[src/rtl/mem_arbiter.sv]
// mem_arbiter: shares the single-ported 1024x32 memory between the instruction
// fetch port (I, read-only) and the data port (D, read/write). Each granted
// access runs IDLE -> ACCESS -> DONE, so one transaction completes every three
// cycles. Simultaneous requests are resolved round-robin.
module mem_arbiter #(
  parameter int AW = 10,
  parameter int DW = 32
) (
  input  logic          clk,
  input  logic          reset,
  input  logic          i_req,
  input  logic [AW-1:0] i_add,
  output logic          i_ack,
  output logic [DW-1:0] i_rdata,
  input  logic          d_req,
  input  logic          d_rw,
  input  logic [AW-1:0] d_add,
  input  logic [DW-1:0] d_wdata,
  output logic          d_ack,
  output logic [DW-1:0] d_rdata,
  output logic          busy,
  output logic          mem_reset,
  output logic          mem_enable,
  output logic          mem_rw,
  output logic [AW-1:0] mem_add,
  output logic [DW-1:0] mem_wData,
  input  logic [DW-1:0] mem_rData
);

  typedef enum logic [1:0] {
    IDLE,
    ACCESS,
    DONE
  } state_t;

  state_t        state;
  state_t        state_next;
  logic          last_d;
  logic          grant_d;
  logic          owner_d;
  logic [DW-1:0] i_hold;
  logic [DW-1:0] d_hold;

  // The memory reloads its boot program whenever the system is held in reset.
  assign mem_reset = !reset;

  // Pick the winner for IDLE: a lone requester wins, a conflict goes to the
  // port that was not granted last.
  always_comb begin
    grant_d = 1'b0;
    if (d_req && !i_req) begin
      grant_d = 1'b1;
    end else if (d_req && i_req) begin
      grant_d = !last_d;
    end
  end

  // Next-state logic: leave IDLE on any request, then step through unconditionally.
  always_comb begin
    state_next = state;
    case (state)
      IDLE:    if (i_req || d_req) state_next = ACCESS;
      ACCESS:  state_next = DONE;
      DONE:    state_next = IDLE;
      default: state_next = IDLE;
    endcase
  end

  // State register.
  always_ff @(posedge clk) begin
    if (!reset) begin
      state <= IDLE;
    end else begin
      state <= state_next;
    end
  end

  // Latch the winner's request at the grant, pulse the enable for ACCESS, and
  // capture read data into the owner's hold register on leaving DONE. The I
  // port has no write data, so an I grant leaves mem_wData untouched.
  always_ff @(posedge clk) begin
    if (!reset) begin
      last_d     <= 1'b1;
      owner_d    <= 1'b0;
      mem_enable <= 1'b0;
      mem_rw     <= 1'b0;
      mem_add    <= '0;
      mem_wData  <= '0;
      i_hold     <= '0;
      d_hold     <= '0;
    end else begin
      mem_enable <= 1'b0;
      case (state)
        IDLE: begin
          if (i_req || d_req) begin
            owner_d    <= grant_d;
            last_d     <= grant_d;
            mem_enable <= 1'b1;
            if (grant_d) begin
              mem_add   <= d_add;
              mem_rw    <= d_rw;
              mem_wData <= d_wdata;
            end else begin
              mem_add <= i_add;
              mem_rw  <= 1'b0;
            end
          end
        end
        DONE: begin
          if (!mem_rw) begin
            if (owner_d) begin
              d_hold <= mem_rData;
            end else begin
              i_hold <= mem_rData;
            end
          end
        end
        default: ;
      endcase
    end
  end

  // Acks and read data: DONE forwards the memory output to the owning port on
  // a read; every other cycle shows the held value.
  always_comb begin
    busy    = (state != IDLE);
    i_ack   = (state == DONE) && !owner_d;
    d_ack   = (state == DONE) && owner_d;
    i_rdata = i_hold;
    d_rdata = d_hold;
    if (i_ack && !mem_rw) begin
      i_rdata = mem_rData;
    end
    if (d_ack && !mem_rw) begin
      d_rdata = mem_rData;
    end
  end

endmodule

[config.mk]
export PLATFORM = sky130hd
export DESIGN_NAME = mem_arbiter
export DESIGN_NICKNAME = d
export VERILOG_FILES = /design/src/rtl/mem_arbiter.sv
export SDC_FILE = /design/constraint.sdc
export NUM_CORES = 1
export LEC_CHECK = 0
export BUFFER_PORTS_ARGS = -buffer_cell sky130_fd_sc_hd__buf_2
export CAP_MARGIN = 15
export CORE_MARGIN = 5
export CORE_UTILIZATION = 45
export DETAILED_ROUTE_END_ITERATION = 8
export PLACE_DENSITY = 0.76
export SYNTH_ARGS = -nofsm -noshare
export SYNTH_HDL_FRONTEND = slang
export SYNTH_SLANG_ARGS = --single-unit
[constraint.sdc]
create_clock -name clk -period 2.2 [get_ports clk]
set_clock_uncertainty 0.15 [all_clocks]
set_input_delay 0.44 -clock clk [delete_from_list [all_inputs] [get_ports clk]]
set_output_delay 0.44 -clock clk [all_outputs]
set_load 0.1 [all_outputs]
== Word level (Yosys, flattened, before mapping) ==
Cells that the tools add are included.
Storage, ports and cells
  output and inout bits: 112
  word-level logic and storage cells: 42
  bits of input ports: 89
  flip-flop bits (word level): 112
Operators by class
  eq/ne operators: 3
  reduce and logical (&&, ||, !) cells: 19
  mux-type cells: 9
  bitwise operators: 2
Operator list (count)
  2-to-1 mux 32 bit: 2
  2-to-1 mux 10 bit: 1
  AND reduction 3 bit: 3
  logical AND 1 bit: 6
  logical NOT 1 bit: 5
  2-to-1 mux 1 bit: 4
  one-hot mux 2 bit (2 select lines): 1
  AND reduction 2 bit: 2
  equality test 2 x 1 -> 1 bit, second input constant: 1
  equality test 2 bit, second input constant: 1
  logical NOT 2 bit: 1
  2-to-1 mux 2 bit: 1
  inequality test 2 bit, second input constant: 1
  inverter 1 bit: 2
  nonzero test 2 bit: 1
  logical OR 1 bit: 1

== Logic depth before layout (Yosys ltp) ==
  depth in word-level cells: 4
  depth in mapped cells: 6
  mapped depth without buffers: 4

== Worst setup path after synthesis ==
No wires, ideal clock.
  path type: register to output
  start point: register state[1]
  end point: output port i_ack
  buffers on the path: 0
  data required time: 1.610 ns
  cell stages (with the launch flop): 2
  arrival time: 2.609 ns
  setup slack: -0.999 ns
  cells stage by stage: dfxtp_1 > nor3b_1
Between the ends
  cells in the longest elaborated chain, start to end: 2
Ends and longest elaborated chain
  start, declared: line 36  | state_t state;
  start signal, assigned: line 74  | state <= state_next;
  equality test 2 bit: line 127  | i_ack = (state == DONE) && !owner_d;
  logical AND 1 bit: line 127
  end, declared: line 13  | output logic i_ack,
Every way passes these cells.

== Worst setup path in the final report ==
  start point: register owner_d
  end point: output port i_rdata[12]
Between the ends
  cells in the longest elaborated chain, start to end: 4
Ends and longest elaborated chain
  start, declared: line 40  | logic owner_d;
  start signal, assigned: line 96  | owner_d <= grant_d;
  logical NOT 1 bit: line 127
  logical AND 1 bit: line 127
  logical AND 1 bit: line 131  | if (i_ack && !mem_rw) begin
  2-to-1 mux 32 bit: line 131
  end, declared: line 14  | output logic [DW-1:0] i_rdata,
Every way passes these cells.

==> results.yml <==
run_status:
  status: "finished with violations"
  violations: "negative setup slack"
synth:
  synthDistinctLibCells: 27
  yosys_warnings: 0
  synth_seq_cells: 112
  syn_inst: 436
  synth_area_um2: 4510
  synth.avg_cell_area_um2: 10.3
  yosysTopAreaCellShare: 0.498
  synth_top_area_cell: "dfxtp_1"
  ys_seq_area_frac: 0.498
  synth_edf_count: 0
  synth_ff_type: "dfxtp_1"
  synthArstFlopShare: 0
  yosysMostFrequentCell: "dfxtp_1"
  synthTopCellsByCount: "dfxtp_1 (112), and2_1 (64), a21oi_1 (43), o21ai_0 (34), nand3_1 (33)"
  synthTopCellsByArea: "dfxtp_1 (50%), mux2_4 (10%), and2_1 (8.9%)"
  synth.net_count: 525
layout:
  syn_to_final_growth_pct: 59.3
  num-nets-final: 732
  num-fill-cells: 655
  finalNonFillerCells: 780
  antenna_cells: 0
  drive_gt1_frac: 0.498
min_path:
  hp-class: "input pin to flop"
  min_path_cells: 3
placed_design:
  port-buffer-count: 200
  pre_cts_slack_ns: -0.0107
  dp.cells: 758
  hpwl_um: 9180
  gp_congestion: 0.774
clock_tree:
  cts_sinks: 112
  clkTransAtPathRegs_ns: 0.10
  cts_tree: "yes"
  insertion_delay_ns: 0.36
  cts_made_buffers: 9
  cts_hold_buf: 0
  clock_path_buffers: 2
  h-tree-depth: 3
  root_buffer: "clkbuf_8"
routing:
  routed_wl_um: 15400
  final_antenna_net_count: 0
  firstDrtPassIters: 4
  drc: 0
  post_drt_wl_per_cell_um: 19.7
  drt-initial-drc-count: 138
  num_vias: 4061
  via_per_inst: 5.21
setup_path:
  critPathTopFamily: "buffers and inverters"
  crit_buf_inv: 3
  crit_path_end: "i_rdata[12]"
  reg2reg_depth: 6
  cp_common_cell: "buf_12"
  r2r-end: "i_hold[20]"
  r2r_setup_slack_ns: 0.31
  worstPathArrival_ns: 1.93
  cp_num_cells: 5
  start_kind: "flop"
  crit_path_start: "owner_d"
  worstPathRequired_ns: 1.61
  end_kind: "output pin"
  r2r-start: "owner_d"
  criticalPathCategory: "flop to output pin"
  critPathMaxFanout: 9
  path_cells: "nor4b_4, buf_6, buf_12, mux2_4, buf_12"
  slowest_stage: "dfxtp_4"
  max_stage_delay_ns: 0.37
power_and_ir_drop:
  fin_total_pwr_w: 0.00515
  pwr-share-seq: 0.420
  power_frac_clock: 0.266
  power_density_nw_per_um2: 718
  switchingPower_w: 0.00187
  vdd_drop_max_mv: 0.425
  p_leak_nw: 3.17
  pwr-share-comb: 0.313
  power.internal_w: 0.00328
  swShare: 0.363
grt:
  track_usage: 0.228
  grt_pass1_wl_um: 21300
  antenna_found_initial: 0
  grt_overflow_total: 0
  grt_max_degree: 69
  first_global_vias: 4216
timing:
  rsz0062_at_grt: "true"
  relSlewSlack: 0.646
  fin_ws_ns: -0.319
  hold_violations: 0
  min_period_ns: 2.52
  fin_crit_sh: 1.14
  worstMarginPinSlew_ns: 0.532
  drv_slew: 0
  max_freq_mhz: 397
  setup_viol: 64
  whs_ns: 0.160
floorplan:
  dieArea_um2: 12100
  die_w_um: 110
  design.core.area_um2: 9770
  placementRows: 36
  start_util: 0.461
  ios: 201
  die_h_um: 110
run:
  cap_violations: 0
through the flow:
| stage | util | area [um^2] | setup TNS, ns |
|---|---|---|---|
| 2_1_floorplan | - | 4520 | -3.20 |
| 3_3_place_gp | 0.591 | 5780 | -0.000110 |
| 3_5_place_dp | 0.591 | 5780 | -0.0769 |
| 4_1_cts | 0.692 | 6760 | -19.02 |
| 5_1_grt | 0.734 | 7180 | -20.98 |
| 6_report | 0.734 | 7180 | -17.15 |
cell usage in the layout, fill, tap and decap left out, types with 2 or more instances in the layout:
master,count
buf_2,133
dfxtp_1,108
buf_12,69
mux2_4,64
and2_1,64
a21oi_1,43
o21ai_0,34
nand3_1,33
nand2_1,24
buf_4,23
clkbuf_8,11
a311oi_1,10
buf_6,7
nor2_1,3
dfxtp_2,3
nor3_1,2
bufinv_16,2
sequential cells by signal, summed over array words and instances, names as in the netlist:
| register | cells |
|---|---|
| d_hold | 32 |
| i_hold | 32 |
| last_d | 1 |
| mem_add | 10 |
| mem_enable | 1 |
| mem_rw | 1 |
| mem_wData | 32 |
| owner_d | 1 |
| state | 2 |
area by class of cell:
type                       count  area, um^2  share of cell area
multi-input combinational    286        2230               0.311
timing repair buffer         232        2300               0.320
tap                          133         166              0.0232
clock inverter                 3        65.1             0.00907
clock buffer                  12         155              0.0216
sequential                   112        2250               0.314
inverter                       2        7.51             0.00105
worst register-to-register path: stages (launching register included):
cell and delay [ns]:
dfxtp_4 0.37, nor4b_4 0.33, buf_6 0.18, buf_12 0.14
mux2_4 0.33, buf_4 0.14, and2_1 0.15
what timing repair did:
item	in CTS	in global routing
gates cloned	2	0
setup buffers	2	4
resized for setup	209	95
endpoints found under the setup margin	66	65
pin swaps	2	2
kinds of logic after synthesis:
family / after synthesis / share of synthesized area
muxes: 64 / 0.185
AOI/OAI and AO/OA: 90 / 0.110
DFF: 112 / 0.498
buffers and inverters: 38 / 0.0430
and+or+nand+nor: 132 / 0.164
routing by layer:
layer / GRT usage / wire length (um) / up-vias
met1: 0.250 / 5910 / 1956
met4: 0.0917 / 360 / 0
met5: 0 / 0 / -
met2: 0.406 / 7850 / 166
met3: 0.0693 / 1240 / 28
li1: - / - / 1911
worst min-delay path by stage:
| stage | start | end | slack (ns) |
|---|---|---|---|
| global route | d_wdata[25] | mem_wData[25] | 0.15 |
| floorplan | state[1] | state[1] | 0.30 |
| global placement | mem_wData[2] | mem_wData[2] | 0.31 |
| CTS | d_wdata[27] | mem_wData[27] | 0.14 |
| detailed placement | mem_wData[6] | mem_wData[6] | 0.31 |
| finish | d_wdata[29] | mem_wData[29] | 0.16 |
power groups by stage:
| stage | Combinational, W | Clock [W] | Sequential [W] |
|---|---|---|---|
| 2_1_floorplan | 0.000665 | 0 | 0.00263 |
| 3_3_place_gp | 0.00137 | 0 | 0.00220 |
| 3_5_place_dp | 0.00138 | 0 | 0.00221 |
| 4_1_cts | 0.00149 | 0.00140 | 0.00216 |
| 5_1_grt | 0.00167 | 0.00147 | 0.00218 |
| 6_report | 0.00161 | 0.00137 | 0.00216 |
Power figures use the tool's default switching activity.
